`src/rtl/mshr_mem_responder.sv`:
```
// Memory-side responder for the MSHR miss path: queues popped requests in order,
// services each against a small line store after a fixed latency, returns a fill/ack.
module mshr_mem_responder #(
  parameter int addr_tag_bits  = 20,
  parameter int data_bits      = 90,
  parameter int depth_bits     = 2,
  parameter int mem_index_bits = 4,
  parameter int latency        = 4
) (
  input  logic                     clk,
  input  logic                     reset,
  input  logic                     enable,
  input  logic                     req_valid,
  input  logic [addr_tag_bits-1:0] req_tag,
  input  logic [data_bits-1:0]     req_data,
  input  logic                     req_rw,
  output logic                     req_pop,
  output logic                     resp_valid,
  output logic [addr_tag_bits-1:0] resp_tag,
  output logic [data_bits-1:0]     resp_data,
  output logic                     resp_rw,
  output logic [depth_bits:0]      queue_count,
  output logic                     busy
);

  localparam int depth = 1 << depth_bits;
  localparam int lines = 1 << mem_index_bits;
  localparam int tw = (latency > 1) ? $clog2(latency) : 1;
  localparam logic [tw-1:0] t_init = tw'(latency - 1);
  localparam logic [depth_bits:0] full_cnt = (depth_bits + 1)'(depth);

  typedef enum logic [1:0] {IDLE, BUSY, RESP} state_t;

  state_t state, state_nx;
  logic [tw-1:0] timer, timer_nx;

  logic [addr_tag_bits-1:0] q_tag  [depth];
  logic [data_bits-1:0]     q_data [depth];
  logic                     q_rw   [depth];
  logic [data_bits-1:0]     mem    [lines];

  logic [depth_bits-1:0] rd_ptr, wr_ptr;
  logic [depth_bits:0]   count;
  logic                  push, pop;

  logic [addr_tag_bits-1:0]  head_tag;
  logic [data_bits-1:0]      head_data;
  logic                      head_rw;
  logic [mem_index_bits-1:0] idx;

  assign head_tag  = q_tag[rd_ptr];
  assign head_data = q_data[rd_ptr];
  assign head_rw   = q_rw[rd_ptr];
  assign idx       = head_tag[mem_index_bits-1:0];

  // Full check ignores a same-cycle pop on purpose.
  assign push = enable & req_valid & (count != full_cnt);
  assign pop  = enable & (state == RESP);

  assign req_pop     = push;
  assign resp_valid  = pop;
  assign resp_tag    = pop ? head_tag : '0;
  assign resp_rw     = pop ? head_rw : 1'b0;
  assign resp_data   = !pop ? '0 : (head_rw ? head_data : mem[idx]);
  assign queue_count = count;
  assign busy        = (state != IDLE);

  always_ff @(posedge clk or posedge reset) begin
    if (reset) begin
      rd_ptr <= '0;
      wr_ptr <= '0;
      count  <= '0;
      for (int i = 0; i < depth; i++) begin
        q_tag[i]  <= '0;
        q_data[i] <= '0;
        q_rw[i]   <= 1'b0;
      end
      for (int i = 0; i < lines; i++) mem[i] <= '0;
    end else begin
      if (push) begin
        q_tag[wr_ptr]  <= req_tag;
        q_data[wr_ptr] <= req_data;
        q_rw[wr_ptr]   <= req_rw;
        wr_ptr         <= wr_ptr + 1'b1;
      end
      if (pop) begin
        rd_ptr <= rd_ptr + 1'b1;
        if (head_rw) mem[idx] <= head_data;
      end
      case ({push, pop})
        2'b10:   count <= count + 1'b1;
        2'b01:   count <= count - 1'b1;
        default: count <= count;
      endcase
    end
  end

  always_ff @(posedge clk or posedge reset) begin
    if (reset) begin
      state <= IDLE;
      timer <= '0;
    end else begin
      state <= state_nx;
      timer <= timer_nx;
    end
  end

  always_comb begin
    state_nx = state;
    timer_nx = timer;
    if (enable) begin
      unique case (state)
        IDLE: begin
          if (count != '0) begin
            state_nx = BUSY;
            timer_nx = t_init;
          end
        end
        BUSY: begin
          if (timer == '0) state_nx = RESP;
          else timer_nx = timer - 1'b1;
        end
        RESP: begin
          if (push || count > 1) begin
            state_nx = BUSY;
            timer_nx = t_init;
          end else begin
            state_nx = IDLE;
          end
        end
        default: state_nx = IDLE;
      endcase
    end
  end

endmodule

```
`config.mk`:
```
export PLATFORM = sky130hd
export DESIGN_NAME = mshr_mem_responder
export DESIGN_NICKNAME = d
export VERILOG_FILES = /design/src/rtl/mshr_mem_responder.sv
export SDC_FILE = /design/constraint.sdc
export NUM_CORES = 2
export LEC_CHECK = 0
export CORE_AREA = 2 2 435 437
export CTS_BUF_LIST = sky130_fd_sc_hd__clkbuf_16
export CTS_CLUSTER_SIZE = 40
export DETAILED_ROUTE_END_ITERATION = 10
export DIE_AREA = 0 0 437 439
export HOLD_SLACK_MARGIN = 0.08
export PLACE_DENSITY_LB_ADDON = 0.15
export SLEW_MARGIN = 20
export SYNTH_ARGS = -nofsm -noshare
export SYNTH_HDL_FRONTEND = slang
export SYNTH_SLANG_ARGS = --single-unit
```
`constraint.sdc`:
```
create_clock -name clk -period 76.6 [get_ports clk]
set_input_delay 15.32 -clock clk [delete_from_list [all_inputs] [get_ports clk]]
set_output_delay 15.32 -clock clk [all_outputs]
set_load 0.02 [all_outputs]
```
==> metrics.md <==
| Metric | Value |
|---|---|
| Status | `completed` |
| Area fraction in compound gates after synthesis | `17.1%` |
| Largest family of logic cells by synthesized area | `compound AO/OA/AOI/OAI gates` |
| DIE WIDTH | `437 um` |
| Synth cell types | `39` |
| Post-synth ARST share | `100%` |
| Worst R2R End | `mem[852]` |
| Initial Util | `45.7%` |
| Yosys warnings | `0` |
| Worst r2r path cells | `8` |
| WS Path Type | `in -> out` |
| GR Util met3 | `3.34%` |
| Sequential share of the synthesized area | `55.4%` |
| Max-slew violations | `0` |
| Number of port buffers | `231` |
| Vias in the first global route | `61300` |
| CTS buffer count | `204` |
| Synth top area cells | `dfrtp_1 (55%), nand2_1 (8.4%), o21ai_0 (7.4%)` |
| Post-Synth Adder-Cell Area | `0.146%` |
| Worst slew margin | `25.8%` |
| Post-CTS Setup Bufs | `0` |
| Routed Antenna Nets | `0` |
| Post-synthesis mux area share | `8.75%` |
| Die footprint | `192000 sq um` |
| GRT Residual Overflow | `0` |
| # IOs | `232` |
| Placed cell count | `10800` |
| Final hold viol count | `0` |
| Initial antenna violation count | `25` |
| CP Capture Point | `resp_data[34]` |
| Crit path time final | `34.66 ns` |
| EDFF count, synth | `0` |
| Area share of and/or/nand/nor cells after synthesis | `14.3%` |
| Register bit count reported by yosys | `1895` |
| Root buf cell | `clkbuf_16` |
| Via-to-Cell Ratio | `5.59` |
| Drt initial violations | `4403` |
| CTS Hold Buffers Added | `0` |
| Largest net degree at the start of global routing | `204` |
| Die Span Y | `439 um` |
| Power per cell area | `41.6 nW/um^2` |
| CTS sink cnt | `1895` |
| Setup crit end kind | `output port` |
| Ys flop type | `dfrtp_1` |
| Syn Inst Count | `8666` |
| Dpl hpwl | `138 mm` |
| Htree depth | `4` |
| Core area | `187000 sq um` |
| Pre-CTS setup slack | `41.92 ns` |
| Worst EP arrival | `19.34 ns` |
| First-pass GRT wire length | `381 mm` |
| Fin nets | `8605` |
| Reg2Reg Setup Slack | `70.77 ns` |
| Max-capacitance violation count | `0` |
| Cell Area, Synth | `85500 sq um` |
| Fin cells | `11100` |
| Remaining DRCs | `0` |
| Crit start category | `input port` |
| Drt pass-1 iters | `5` |
| Max Buffers Root-to-Sink | `3` |
| Top-count cell post-synth | `nand2_1` |
| Syn Nets | `8791` |
| Synth Area in XOR/XNOR | `0.0614%` |
| CP Max Fanout | `66` |
| Max VDD drop | `0.0529 mV` |
| Met1 usage | `34.9%` |
| Routed WL | `243 mm` |
| Vias | `62200` |
| Global Route Usage Sum | `25.6%` |
| RePlAce Congestion | `0.799` |
| Commonest cells in the netlist | `nand2_1 (1905), dfrtp_1 (1895), o21ai_0 (1258)` |
| CTS tree | `yes` |
| Final setup vio count | `0` |
| Met2 usage | `42.1%` |
| Per-cell routed wire length | `21.8 um` |
| Leak | `41.5 nW` |
| RSZ-0062 raised after global routing | `false` |
| Clock skew | `0.0375 ns` |
| Worst Hold Class | `reg -> reg` |
| Part of the cycle the worst path needs | `45.2%` |
| Post-synth top area share | `55.4%` |
| Placement Rows | `159` |
| Avg Inst Size Synth | `9.87 sq um` |
| CP startpoint | `enable` |
| Worst-Skew Late Latency | `0.84 ns` |
| Reg clk slew, reported paths | `0.05 ns` |
| Area grow syn2layout | `11.3%` |
| Achievable Freq | `0.0289 GHz` |
| Final Worst Setup Slack | `41.94 ns` |
| CP Data Required Time | `61.28 ns` |
| Busiest layer in global routing | `met2` |
| Share of cells above drive strength 1 | `12.5%` |
| Post-cts resize count | `0` |
| TNS Setup | `0 ns` |
| Worst-Margin Slew | `1.11 ns` |
| Synth area leader | `dfrtp_1` |
| Reg-to-Reg Start | `rd_ptr[0]` |
cell type report:
class / instances / area (sq um)
antenna: 10 / 25.0
clock buffer: 209 / 5230
sequential: 1895 / 47400
multi-input combinational: 5967 / 34900
inverter: 12 / 52.6
clock inverter: 149 / 830
timing repair buffer: 400 / 3680
fill: 17200 / 91800
tap: 2495 / 3120
cells in the final DEF (no fill, tap or decap), types with 3 or more instances in the layout:
cell type / synthesis / routed
nand2_1: 1905 / 1896
bufinv_16: 0 / 7
mux2i_1: 98 / 97
inv_1: 11 / 56
clkdlybuf4s50_1: 0 / 231
buf_12: 0 / 7
nor3_1: 3 / 3
inv_6: 0 / 5
diode_2: 0 / 10
clkinv_1: 1 / 66
ha_1: 10 / 10
o32ai_2: 19 / 19
and2_1: 101 / 100
o21ai_2: 25 / 52
a21oi_1: 94 / 94
a211oi_1: 540 / 540
mux4_2: 20 / 19
o21ai_0: 1258 / 1258
nand3_1: 271 / 271
nor2b_1: 460 / 458
buf_4: 5 / 160
nand2_4: 4 / 9
mux2_2: 536 / 535
clkbuf_16: 0 / 209
o21ai_1: 521 / 494
o32ai_1: 71 / 71
xnor2_1: 5 / 5
nand2_8: 0 / 13
nor2_1: 4 / 4
clkinv_2: 0 / 22
dfrtp_1: 1895 / 1893
stage by stage:
step / instance area, sq um / hold WS, ns / util, % / power [mW]
6_report: 95200 / 0.468 / 50.9 / 3.96
3_5_place_dp: 89200 / 0.461 / 47.7 / 3.07
3_3_place_gp: 89200 / 0.453 / 47.7 / 3.07
2_1_floorplan: 85500 / 0.442 / - / 2.36
4_1_cts: 95200 / 0.474 / 50.9 / 3.99
5_1_grt: 95200 / 0.487 / 50.9 / 4.18
worst min path at each step:
stage / startpoint / to / slack (ns) / cells after the start
floorplan: mem[817] / mem[817] / 0.44 / 2
global placement: mem[307] / mem[307] / 0.45 / 2
detailed placement: mem[334] / mem[334] / 0.46 / 2
CTS: mem[830] / mem[830] / 0.47 / 2
global route: mem[573] / mem[573] / 0.49 / 2
finish: mem[962] / mem[962] / 0.47 / 2
kinds of logic after synthesis:
logic type | count (synthesis)
buffers and inverters | 804
adders and majority gates | 10
muxes | 655
and+or+nand+nor | 2766
xor gates and xnor gates | 6
AOI/OAI and AO/OA | 2530
DFF | 1895
state kept, by name, indices dropped and copies added (netlist names), 3 cells and up:
register / count
q_data: 360
mem: 1440
q_tag: 80
q_rw: 4
queue_count: 3
power by group:
group / total (mW) / internal (mW) / switching (mW)
Sequential: 1.25 / 1.17 / 0.0842
Combinational: 1.80 / 0.488 / 1.31
Clock: 0.911 / 0.511 / 0.401
Total: 3.96 / 2.17 / 1.80
worst max-delay path: stages:
cell and delay (ns):
clkdlybuf4s50_1 0.55, nand2b_1 0.09, or2_1 0.36, inv_1 0.75
nand2_4 0.42, buf_4 0.43, o32ai_1 0.49, clkdlybuf4s50_1 0.68
per-layer routing:
layer  vias up  routed length (um)
li1      29600                   -
met1     30900              110000
met2      1244              115000
met3       380               10000
met4        18                7660
met5         -                 118
Power figures use the tool's default switching activity.
